## src/rtl/stage1_fetch_pkg.sv

```systemverilog
// stage1_fetch_pkg: shared CPU header with bus widths, reset PC and the branch bus layout.
package stage1_fetch_pkg;
    localparam int WIDTH_FS_TO_DS_BUS = 64;
    localparam int WIDTH_BR_BUS = 34;
    localparam logic [31:0] RESET_PC = 32'h1C00_0000;
    typedef struct packed {
        logic        cancel;
        logic        taken;
        logic [31:0] target;
    } br_bus_t;
endpackage

```

## src/rtl/stage1_fetch_if.sv

```systemverilog
// stage1_fetch_if: decode handshake, branch bus and instruction SRAM port of the fetch stage.
interface stage1_fetch_if;
    import stage1_fetch_pkg::*;
    logic                          ds_allow_in;
    logic [WIDTH_BR_BUS-1:0]       br_bus;
    logic                          fs_to_ds_valid;
    logic [WIDTH_FS_TO_DS_BUS-1:0] fs_to_ds_bus;
    logic                          inst_sram_en;
    logic [3:0]                    inst_sram_we;
    logic [31:0]                   inst_sram_addr;
    logic [31:0]                   inst_sram_wdata;
    logic [31:0]                   inst_sram_rdata;
    modport master(
        input  ds_allow_in, br_bus, inst_sram_rdata,
        output fs_to_ds_valid, fs_to_ds_bus, inst_sram_en, inst_sram_we, inst_sram_addr, inst_sram_wdata
    );
    modport slave(
        output ds_allow_in, br_bus, inst_sram_rdata,
        input  fs_to_ds_valid, fs_to_ds_bus, inst_sram_en, inst_sram_we, inst_sram_addr, inst_sram_wdata
    );
endinterface

```

## src/rtl/stage1_fetch.sv

```systemverilog
// stage1_fetch: instruction fetch stage with one-cycle SRAM latency, stall buffer and deferred branch redirect.
module stage1_fetch
    import stage1_fetch_pkg::*;
(
    input logic            clk,
    input logic            reset,
    stage1_fetch_if.master fs
);
    br_bus_t     br;
    logic        fs_valid, fs_allow_in, br_pend, inst_buf_valid, unused_br_taken;
    logic [31:0] fs_pc, seq_pc, nextpc, br_pend_target, inst_buf, fs_inst;
    assign br = br_bus_t'(fs.br_bus);
    assign unused_br_taken = br.taken;
    assign fs_allow_in = !fs_valid || fs.ds_allow_in;
    assign seq_pc = fs_pc + 32'd4;
    assign nextpc = br.cancel ? br.target : br_pend ? br_pend_target : seq_pc;
    // SRAM data is only valid one cycle after a request, so a stalled instruction is held locally
    assign fs_inst = inst_buf_valid ? inst_buf : fs.inst_sram_rdata;
    assign fs.inst_sram_en = !reset && fs_allow_in;
    assign fs.inst_sram_we = 4'h0;
    assign fs.inst_sram_addr = nextpc;
    assign fs.inst_sram_wdata = 32'h0;
    assign fs.fs_to_ds_valid = fs_valid;
    assign fs.fs_to_ds_bus = {fs_inst, fs_pc};
    always_ff @(posedge clk) begin
        if (reset) begin
            fs_valid       <= 1'b0;
            fs_pc          <= RESET_PC - 32'd4;
            br_pend        <= 1'b0;
            br_pend_target <= 32'h0;
            inst_buf_valid <= 1'b0;
            inst_buf       <= 32'h0;
        end else begin
            if (fs.inst_sram_en) begin
                fs_valid <= 1'b1;
                fs_pc    <= nextpc;
            end else if (br.cancel || (fs_valid && fs.ds_allow_in)) begin
                fs_valid <= 1'b0;
            end
            // any issued request consumes the pending target or is itself the newer redirect
            if (fs.inst_sram_en) begin
                br_pend <= 1'b0;
            end else if (br.cancel) begin
                br_pend        <= 1'b1;
                br_pend_target <= br.target;
            end
            if (br.cancel || (fs_valid && fs.ds_allow_in)) begin
                inst_buf_valid <= 1'b0;
            end else if (fs_valid && !inst_buf_valid) begin
                inst_buf_valid <= 1'b1;
                inst_buf       <= fs.inst_sram_rdata;
            end
        end
    end
endmodule

```

## src/flat_wrapper.sv

```systemverilog
// flat-port wrapper written by rule: the top's interface ports become plain ports
module stage1_fetch_flat import stage1_fetch_pkg::*;
  (clk, reset, fs_ds_allow_in, fs_br_bus, fs_inst_sram_rdata, fs_fs_to_ds_valid, fs_fs_to_ds_bus, fs_inst_sram_en, fs_inst_sram_we, fs_inst_sram_addr, fs_inst_sram_wdata);
  stage1_fetch_if fs_i ();
  input logic clk;
  input logic reset;
  input wire logic [$bits(fs_i.ds_allow_in)-1:0] fs_ds_allow_in;
  input wire logic [$bits(fs_i.br_bus)-1:0] fs_br_bus;
  input wire logic [$bits(fs_i.inst_sram_rdata)-1:0] fs_inst_sram_rdata;
  output wire logic [$bits(fs_i.fs_to_ds_valid)-1:0] fs_fs_to_ds_valid;
  output wire logic [$bits(fs_i.fs_to_ds_bus)-1:0] fs_fs_to_ds_bus;
  output wire logic [$bits(fs_i.inst_sram_en)-1:0] fs_inst_sram_en;
  output wire logic [$bits(fs_i.inst_sram_we)-1:0] fs_inst_sram_we;
  output wire logic [$bits(fs_i.inst_sram_addr)-1:0] fs_inst_sram_addr;
  output wire logic [$bits(fs_i.inst_sram_wdata)-1:0] fs_inst_sram_wdata;
  assign fs_i.ds_allow_in = fs_ds_allow_in;
  assign fs_i.br_bus = fs_br_bus;
  assign fs_i.inst_sram_rdata = fs_inst_sram_rdata;
  assign fs_fs_to_ds_valid = fs_i.fs_to_ds_valid;
  assign fs_fs_to_ds_bus = fs_i.fs_to_ds_bus;
  assign fs_inst_sram_en = fs_i.inst_sram_en;
  assign fs_inst_sram_we = fs_i.inst_sram_we;
  assign fs_inst_sram_addr = fs_i.inst_sram_addr;
  assign fs_inst_sram_wdata = fs_i.inst_sram_wdata;
  stage1_fetch u_core (.clk(clk), .reset(reset), .fs(fs_i));
endmodule
```

## config.mk

```make
export PLATFORM = sky130hd
export DESIGN_NAME = stage1_fetch_flat
export DESIGN_NICKNAME = d
export VERILOG_FILES = /design/src/rtl/stage1_fetch_pkg.sv /design/src/rtl/stage1_fetch_if.sv /design/src/rtl/stage1_fetch.sv /design/src/flat_wrapper.sv
export SDC_FILE = /design/constraint.sdc
export NUM_CORES = 1
export LEC_CHECK = 0
export CORE_UTILIZATION = 50
export CTS_BUF_LIST = sky130_fd_sc_hd__clkbuf_8
export DETAILED_ROUTE_END_ITERATION = 6
export HOLD_SLACK_MARGIN = 0.05
export PLACE_DENSITY = 0.88
export SLEW_MARGIN = 15
export SYNTH_ARGS = -nofsm -noshare
export SYNTH_HDL_FRONTEND = slang
export SYNTH_SLANG_ARGS = --single-unit
```

## constraint.sdc

```tcl
create_clock -name clk -period 3.92 [get_ports clk]
set_input_delay 0.784 -clock clk [delete_from_list [all_inputs] [get_ports clk]]
set_output_delay 0.784 -clock clk [all_outputs]
set_load 0.05 [all_outputs]
```

==> results of run 1 <==
-- layout make-up --
cell class / instances / area (um^2) / share of cell area [%]
Tap cell: 140 / 175 / 2.34
Clock buffer: 10 / 138 / 1.84
Inverter: 9 / 33.8 / 0.451
Multi-Input combinational cell: 583 / 3340 / 44.6
Timing Repair Buffer: 187 / 1740 / 23.3
Sequential cell: 99 / 1980 / 26.5
Clock inverter: 6 / 72.6 / 0.970
-- cell usage after synthesis (all sizes together) (4+ instances only) --
cell	count
a21oi	94
a22o	4
a22oi	7
a2bb2oi	6
a31o	5
a31oi	9
and3	5
buf	42
clkbuf	47
dfxtp	99
inv	8
mux2	32
mux2i	6
nand2	171
nand2b	9
nand3	15
nand4	14
nor2	30
nor2b	4
nor3	13
nor4	9
o211ai	6
o21a	6
o21ai	24
o22a	10
o22ai	8
o31ai	6
xnor2	7
xor2	10
-- worst max-delay path: stages, from the launching register on --
cell             delay (ps)
dfxtp_1                 410
ha_1                    250
and4_1                  350
nand4_1                 160
nor3_1                  190
nor3_1                   70
o31ai_1                 320
clkdlybuf4s50_1         870
-- sequential cells by signal (all words and copies together), names as in the netlist --
| register | flops |
|---|---|
| u_core.br_pend | 1 |
| u_core.br_pend_target | 32 |
| u_core.fs.fs_to_ds_valid | 1 |
| u_core.fs_pc | 32 |
| u_core.inst_buf | 32 |
| u_core.inst_buf_valid | 1 |
-- worst max path at each step --
stage                    start               endpoint  slack (ps)  cells after the start
2_1_floorplan  u_core.fs_pc[4]  fs_inst_sram_addr[15]          70                      6
3_5_place_dp   u_core.fs_pc[3]  fs_inst_sram_addr[20]         580                      7
3_3_place_gp   u_core.fs_pc[3]  fs_inst_sram_addr[20]         600                      7
5_1_grt        u_core.fs_pc[2]  fs_inst_sram_addr[20]          60                      7
4_1_cts        u_core.fs_pc[2]  fs_inst_sram_addr[20]         170                      7
6_report       u_core.fs_pc[2]  fs_inst_sram_addr[20]         140                      7
-- through the flow --
stage          util, %  worst slack [ps]  power (mW)
2_1_floorplan        -              67.5        1.96
3_3_place_gp      66.5               603        2.29
3_5_place_dp      66.5               582        2.30
4_1_cts           68.4               173        3.00
5_1_grt           68.4              55.6        3.12
6_report          68.4               140        3.00
-- kinds of logic after synthesis --
kind of cell / Yosys count
AND/OR/NAND/NOR: 284
AO/OA/AOI/OAI: 207
flip-flops: 99
buffers and inverters: 98
multiplexers: 38
XOR/XNOR: 17
adder cells (fa/ha/maj): 1
other: 1
-- per-layer routing --
metal | part of all wire, % | up-vias | wire length (um) | global-route usage [%]
li1 | - | 2857 | - | -
met1 | 41 | 2818 | 6870 | 35.9
met2 | 47 | 314 | 7900 | 46.8
met3 | 10 | 42 | 1700 | 6.45
met4 | 2.7 | 0 | 461 | 11.7
met5 | 0 | - | 0 | 0
-- power groups by stage --
stage	clock [mW]	combinational, mW	sequential (mW)
2_1_floorplan	0	0.707	1.26
3_3_place_gp	0	1.13	1.16
3_5_place_dp	0	1.14	1.17
4_1_cts	0.709	1.14	1.14
5_1_grt	0.757	1.21	1.16
6_report	0.704	1.15	1.15
==> flow_summary.toml, run 1 <==
[place]
place.gp.congestion = 0.933
portBuffers = 165
dp_cells = 1018
post_dp_cell_area_um2 = 7270
dp_hpwl_um = 11900

[synthesis]
synth_seq_cells = 99
avgSynthCellArea_um2 = 7.60
yosys_warnings = 0
synthFlopType = "dfxtp_1"
yosys-mux-area-fraction_pct = 7.42
async_flop_share_pct = 0
synth.area.top_cells = "dfxtp_1 (35%), nand2_1 (11%), a21oi_1 (8.3%)"
yosys.area_share.simple_pct = 22.8
synth_compound_area_share_pct = 22.9
ys_seq_area_share_pct = 35.0
synth_cell_types = 57
synth-edff-count = 0
synth-xor-area-share_pct = 2.63
synth_top_family_by_area = "compound AO/OA/AOI/OAI gates"
yosysTopAreaCell = "dfxtp_1"
synth_area_um2 = 5670
synthAdderAreaFrac_pct = 0.221
synth.top_cell.area_share_pct = 35.0
synth_cells = 745

[cts]
cts_tree = "built"
cts_buffers = 9
insertion_delay_ps = 370
hold_buffers = 0
clockBufferDepth = 2
cts_setup_buffers = 0
ctsHtreeMaxLevel = 3
cts_sinks = 99
cts_resized = 0
cts-root-buf = "clkbuf_8"
cts.clk_slew.worst_paths_ps = 100

[floorplanning]
die_area_um2 = 11800
core_area_um2 = 10900
die_w_um = 108
rows = 38
io_pins = 203
initial_core_util_pct = 51.8
die_h_um = 108

[global_route]
grt-ovfl-total = 0
grt_use_total_pct = 28.5
grt_max_degree = 45
grt_pass1_vias = 5550
grt_pass1_wl_um = 26600
antenna_found_initial = 1

[detailed_routing]
post_drt_wl_per_cell_um = 16.4
drt_first_pass_iters = 5
drt_iter0_drc = 443
wirelength_um = 16900
vias = 6031
vias_per_cell = 5.83
postRouteAntennaNets = 0
drc = 0

[final_layout]
layout-drive-gt1-share_pct = 13.4
antenna-diode-count = 0
syn2layout_area_growth_pct = 32.1
layout.nets = 959
final_cell_mix = "nand2_1 (171), clkdlybuf4s50_1 (138), dfxtp_1 (99)"
final_common_cell = "nand2_1"
layout.cells.non_filler = 1034
fill_cells = 889
design_area_um2 = 7480

[power]
p_comb_share_pct = 38.4
power_density_nw_per_um2 = 401
clockPowerShare_pct = 23.5
internal-power_mw = 1.78
seqPwrFrac_pct = 38.2
ir_drop_uv = 221
switching_share_pct = 40.9
power_leakage_nw = 2.83
p_sw_mw = 1.23

[timing]
hold_violations = 0
finalSetupViolCount = 0
worstMarginPinSlew_ps = 783
skew_ps = 11.6
finalMaxSlewViolations = 0
period_share_pct = 96.4
timing.fmax_mhz = 265
hold_slack_ps = 456
tns_ps = 0
rsz0062_at_grt = "false"
min_period_ps = 3780
slew_headroom_pct = 47.4

[critical_path]
r2r_slack_ps = 1470
crit_fanout = 5
worstPathArrival_ps = 3000
worst_r2r_path_depth = 5
worst_r2r_endpoint = "u_core.fs_pc[29]"
crit_type = "reg2out"
end_kind = "output pin"
timing.rr.start = "u_core.fs_pc[13]"
cp_data_required_time_ps = 3140
critPathLaunchType = "register"

[min_path]
hold_path_depth = 2
hold_class = "reg2reg"
hold_start = "u_core.br_pend_target[10]"
holdPathEnd = "u_core.br_pend_target[10]"

[status]
status = "completed"

[job]
cap_violations = 0
Power figures use the tool's default switching activity.
==> inputs of run 2 (changes only) <==
--- a/config.mk
+++ b/config.mk
@@ -5,9 +5,11 @@
 export SDC_FILE = /design/constraint.sdc
 export NUM_CORES = 1
 export LEC_CHECK = 0
+export ABC_AREA = 1
 export CORE_UTILIZATION = 50
 export CTS_BUF_LIST = sky130_fd_sc_hd__clkbuf_8
 export DETAILED_ROUTE_END_ITERATION = 6
+export GPL_ROUTABILITY_DRIVEN = 0
 export HOLD_SLACK_MARGIN = 0.05
 export PLACE_DENSITY = 0.88
 export SLEW_MARGIN = 15
==> flow_summary.toml, run 2 <==
[status]
status = "completed"

[critical_path]
crit_path_end = "fs_inst_sram_addr[18]"
worstPathArrival_ps = 2980
r2r_slack_ps = 1950
critPathLaunchType = "register"
crit_type = "reg2out"
crit_fanout = 6
worst_r2r_path_depth = 10
timing.rr.start = "u_core.fs_pc[3]"
end_kind = "output pin"
crit_start = "u_core.fs_pc[3]"
worst_r2r_endpoint = "u_core.fs_pc[10]"
cp_data_required_time_ps = 3140

[job]
cap_violations = 0

[place]
dp_hpwl_um = 12400
portBuffers = 165

[cts]
cts_sinks = 99
cts_resized = 0
ctsHtreeMaxLevel = 3
clockBufferDepth = 2
insertion_delay_ps = 380
cts.clk_slew.worst_paths_ps = 100
cts-root-buf = "clkbuf_8"
cts_tree = "built"
cts_setup_buffers = 0
cts_buffers = 9
hold_buffers = 0

[detailed_routing]
drt_first_pass_iters = 5
vias_per_cell = 5.14
wirelength_um = 16800
vias = 6158
post_drt_wl_per_cell_um = 14.0
drc = 0
postRouteAntennaNets = 0
drt_iter0_drc = 472

[final_layout]
layout.nets = 1124
largest_registers = "u_core.br_pend_target: 32 flops, u_core.fs_pc: 32 flops, u_core.inst_buf: 32 flops"
layout-drive-gt1-share_pct = 7.46
final_core_util_pct = 68.4
final_common_cell = "nand2_1"
final_cell_mix = "nand2_1 (252), clkdlybuf4s50_1 (153), nor2_1 (114)"
antenna-diode-count = 0
syn2layout_area_growth_pct = 31.2

[global_route]
grt_pass1_wl_um = 26100
grt_use_total_pct = 28.4
antenna_found_initial = 0
grt_max_degree = 48
grt-ovfl-total = 0
grt_pass1_vias = 5319

[synthesis]
synth_cell_types = 39
synth-edff-count = 0
avgSynthCellArea_um2 = 6.29
ys_seq_area_share_pct = 34.6
yosysMostFrequentCell = "nand2_1"
synth.area.top_cells = "dfxtp_1 (35%), nand2_1 (17%), o21ai_0 (8.0%)"
synth_seq_cells = 99
synth_cells = 910
yosysTopAreaCell = "dfxtp_1"
async_flop_share_pct = 0
synth.top_cell.area_share_pct = 34.6
yosys_warnings = 0
synth_area_um2 = 5720
synthFlopType = "dfxtp_1"
yosys-top-cells-count = "nand2_1 (252), nor2_1 (114), dfxtp_1 (99)"

[timing]
hold_violations = 0
tns_ps = 0
timing.fmax_mhz = 266
worstMarginPinSlew_ps = 749
min_period_ps = 3770
skew_ps = 11.3
finalMaxSlewViolations = 0
slew_headroom_pct = 50.1
period_share_pct = 96.1
rsz0062_at_grt = "false"
finalSetupViolCount = 0

[power]
p_comb_share_pct = 39.6
clockPowerShare_pct = 21.5
switching_share_pct = 42.3
seqPwrFrac_pct = 38.9
power_leakage_nw = 3.54
p_sw_mw = 1.25
internal-power_mw = 1.71
power_density_nw_per_um2 = 395
ir_drop_uv = 233

[floorplanning]
die_area_um2 = 11900
core_area_um2 = 11000
initial_core_util_pct = 52.1
io_pins = 203
rows = 38
die_h_um = 109
die_w_um = 109

[min_path]
hold_class = "reg2reg"
==> run 2: cell count changes in the layout (fill, tap and decap cells not counted), moves of 15 or more <==
cell	delta
nand2_1	+81
nand3_1	+34
mux2_2	-32
clkdlybuf4s50_1	+15
a21oi_1	-21
nor2_1	+85
buf_4	-27
o21ai_0	+68
inv_1	+79
==> run 2: worst max-delay path, cell delays in order, from the launching register on <==
cell and delay, ps:
dfxtp_1 460, ha_1 350, nand2_1 160, nor2_4 170, nand2_2 110, nor2_2 150, nand3_1 90, nand3_1 120
nand2_1 80, nand2_1 80, clkdlybuf4s50_1 810
==> run 2: worst min-delay path by stage <==
stage	startpoint	to	slack, ps	depth (start not counted)
floorplan	u_core.br_pend_target[23]	u_core.br_pend_target[23]	440	2
detailed placement	u_core.br_pend_target[23]	u_core.br_pend_target[23]	450	2
CTS	u_core.br_pend_target[23]	u_core.br_pend_target[23]	460	2
global placement	u_core.br_pend_target[23]	u_core.br_pend_target[23]	450	2
global route	u_core.br_pend_target[8]	u_core.br_pend_target[8]	480	2
finish	u_core.br_pend_target[23]	u_core.br_pend_target[23]	470	2
==> run 2: kinds of logic (layout without fill, tap and decap cells) <==
| kind of cell | after synthesis | count (layout) | share of synthesized area [%] |
|---|---|---|---|
| xor gates and xnor gates | 2 | 2 | 0.306 |
| other | 1 | 36 | 0.0655 |
| DFF | 99 | 99 | 34.6 |
| buffers and inverters | 171 | 285 | 14.2 |
| AOI/OAI and AO/OA | 189 | 189 | 17.5 |
| and+or+nand+nor | 447 | 447 | 33.1 |
| adders and majority gates | 1 | 1 | 0.219 |
==> run 2: cell type report <==
cell class,count,area [um^2]
timing repair buffer,178,1760
tap,140,175
fill,971,3470
multi-input combinational,675,3060
inverter,91,344
sequential,99,1980
clock buffer,11,151
clock inverter,5,36.3
==> run 2: power groups by stage <==
| stage | clock, mW | sequential (mW) | combinational [mW] |
|---|---|---|---|
| floorplan | 0 | 1.26 | 0.738 |
| global placement | 0 | 1.17 | 1.16 |
| detailed placement | 0 | 1.18 | 1.17 |
| CTS | 0.645 | 1.15 | 1.17 |
| global route | 0.684 | 1.16 | 1.26 |
| finish | 0.638 | 1.16 | 1.18 |
==> run 2: routing by layer <==
layer | wire length (um) | vias up | global-route usage, % | share of wire [%]
met5 | 0 | - | 0 | 0
met4 | 433 | 0 | 10.0 | 2.6
met3 | 1470 | 33 | 5.80 | 8.8
met2 | 7780 | 292 | 46.2 | 46
met1 | 7110 | 2731 | 37.2 | 42
li1 | - | 3102 | - | -
==> run 2: metrics by stage <==
stage / worst slack [ps] / total power, mW / instances / hold WS (ps) / cell area, um^2
after CTS: 70.1 / 2.97 / 1199 / 463 / 7510
after global routing: 14.7 / 3.11 / 1199 / 483 / 7510
after floorplan: 331 / 1.99 / 945 / 437 / 5850
after detailed placement: 444 / 2.34 / 1183 / 451 / 7320
after global placement: 459 / 2.33 / 1183 / 448 / 7320
final: 154 / 2.97 / 1199 / 466 / 7510
==> inputs of run 3 (changes only) <==
--- a/config.mk
+++ b/config.mk
@@ -6,12 +6,11 @@
 export NUM_CORES = 1
 export LEC_CHECK = 0
 export ABC_AREA = 1
-export CORE_UTILIZATION = 50
-export CTS_BUF_LIST = sky130_fd_sc_hd__clkbuf_8
+export CORE_UTILIZATION = 49
 export DETAILED_ROUTE_END_ITERATION = 6
 export GPL_ROUTABILITY_DRIVEN = 0
 export HOLD_SLACK_MARGIN = 0.05
-export PLACE_DENSITY = 0.88
+export PLACE_DENSITY = 0.86
 export SLEW_MARGIN = 15
 export SYNTH_ARGS = -nofsm -noshare
 export SYNTH_HDL_FRONTEND = slang
==> flow_summary.toml, run 3 (same netlist as run 2, synthesis figures left out) <==
[status]
status = "completed"

[critical_path]
worst_r2r_endpoint = "u_core.inst_buf[12]"
worst_path_largest_cell_delay_ps = 810
worstPathArrival_ps = 2830
cp_common_cell = "nand2_1"
cp_cell_sequence = "ha_1 -> nand2_1 -> nor2_4 -> nand2_2 -> nor2_2 -> nand3_1 -> nand3_1 -> nand2_1 -> nand2_1 -> clkdlybuf4s50_1"
cp_top_family = "simple AND/OR/NAND/NOR gates"
cp_data_required_time_ps = 3140
crit_fanout = 6
critPathLaunchType = "register"
end_kind = "output pin"
crit_type = "reg2out"
timing.rr.start = "u_core.inst_buf_valid"
r2r_slack_ps = 1900
slowest_stage = "clkdlybuf4s50_1"
worst_r2r_path_depth = 4
critPathBufInv = 1

[cts]
cts-root-buf = "clkbuf_16"
ctsHtreeMaxLevel = 3
cts_buffers = 9
cts_tree = "built"
cts_setup_buffers = 0
cts.clk_slew.worst_paths_ps = 70
clockBufferDepth = 2
cts_sinks = 99
insertion_delay_ps = 350

[floorplanning]
die_area_um2 = 12100
rows = 39
initial_core_util_pct = 50.1
io_pins = 203
die_h_um = 110
core_area_um2 = 11400
die_w_um = 110

[global_route]
grt_pass1_vias = 5425
antenna_found_initial = 0
grt_pass1_wl_um = 26300
grt_use_total_pct = 28.5
grt-ovfl-total = 0
grt_max_degree = 67

[detailed_routing]
highest_layer = "met4"
wirelength_um = 16800
postRouteAntennaNets = 0
drt_first_pass_iters = 5
wl_met3_um = 1470
vias = 6133
vias_per_cell = 5.11
drc = 0
m1WireLength_um = 7010
drt_iter0_drc = 502
wl_met2_um = 7960
post_drt_wl_per_cell_um = 14.0

[place]
dp_hpwl_um = 12200
pre_cts_ws_ps = 505
portBuffers = 165
dp_cells = 1185

[timing]
period_share_pct = 92.3
timing.final.ws_setup_ps = 303
rsz0062_at_grt = "false"
worstMarginPinSlew_ps = 1010
tns_ps = 0
skew_ps = 6.45
slew_headroom_pct = 32.7
hold_violations = 0
min_period_ps = 3620
finalSetupViolCount = 0
finalMaxSlewViolations = 0
timing.fmax_mhz = 276

[min_path]
hold_path_depth = 2
hold_start = "u_core.br_pend_target[23]"
hold_class = "reg2reg"
holdPathEnd = "u_core.br_pend_target[23]"

[job]
cap_violations = 0

[final_layout]
layout.nets = 1123
final_common_cell = "nand2_1"
layout.cells.non_filler = 1201
antenna-diode-count = 0
final_cell_mix = "nand2_1 (252), clkdlybuf4s50_1 (152), nor2_1 (114)"
layout-drive-gt1-share_pct = 7.37
largest_registers = "u_core.br_pend_target: 32 flops, u_core.fs_pc: 32 flops, u_core.inst_buf: 32 flops"
syn2layout_area_growth_pct = 33.2

[power]
finalPower_mw = 3.24
power_density_nw_per_um2 = 425
power_leakage_nw = 3.59
ir_drop_uv = 376
## run 3: worst max-delay path by stage
stage	startpoint	endpoint	slack, ps	cells after the start
floorplan	u_core.fs_pc[3]	fs_inst_sram_addr[14]	330	8
global placement	u_core.fs_pc[3]	fs_inst_sram_addr[14]	540	9
detailed placement	fs_br_bus[33]	fs_inst_sram_addr[0]	500	5
CTS	u_core.fs_pc[3]	fs_inst_sram_addr[14]	130	9
global route	u_core.fs_pc[3]	fs_inst_sram_addr[26]	150	10
finish	u_core.fs_pc[3]	fs_inst_sram_addr[18]	300	10
## run 3: per-layer routing
metal  vias to the layer above  global-route usage, %
met5                         -                      0
met3                        39                   6.58
met2                       286                   48.3
met4                         0                   11.0
met1                      2717                   34.8
li1                       3091                      -
## run 3: worst register-to-register path, stage by stage (launching register included)
cell	delay, ps
dfxtp_2	630
nor3_4	680
buf_4	350
o21ai_0	120
a21oi_1	170
## run 3: report_power, final
part | leakage (nW) | switching, mW | internal (mW)
Clock | 0.147 | 0.395 | 0.513
Combinational | 2.63 | 0.805 | 0.366
Sequential | 0.817 | 0.0782 | 1.08
## run 3: cell type report
class,count,area [um^2]
Inverter,91,344
Timing Repair Buffer,177,1760
Fill cell,1023,3800
Clock buffer,12,246
Multi-Input combinational cell,675,3060
Tap cell,143,179
Sequential cell,99,1980
Clock inverter,4,48.8
## run 3: metrics by stage
step                      hold slack (ps)  utilization, %  cell area, um^2
after floorplan                       437               -             5850
after global placement                448            64.1             7320
after detailed placement              452            64.1             7320
after CTS                             462            66.7             7620
after global routing                  474            66.8             7620
final                                 462            66.8             7620
## run 3: what timing repair did
action	4_1_cts	5_1_grt
gates resized for setup	0	1
hold buffers	0	0
setup endpoints to repair	0	1
hold endpoints to repair	0	0
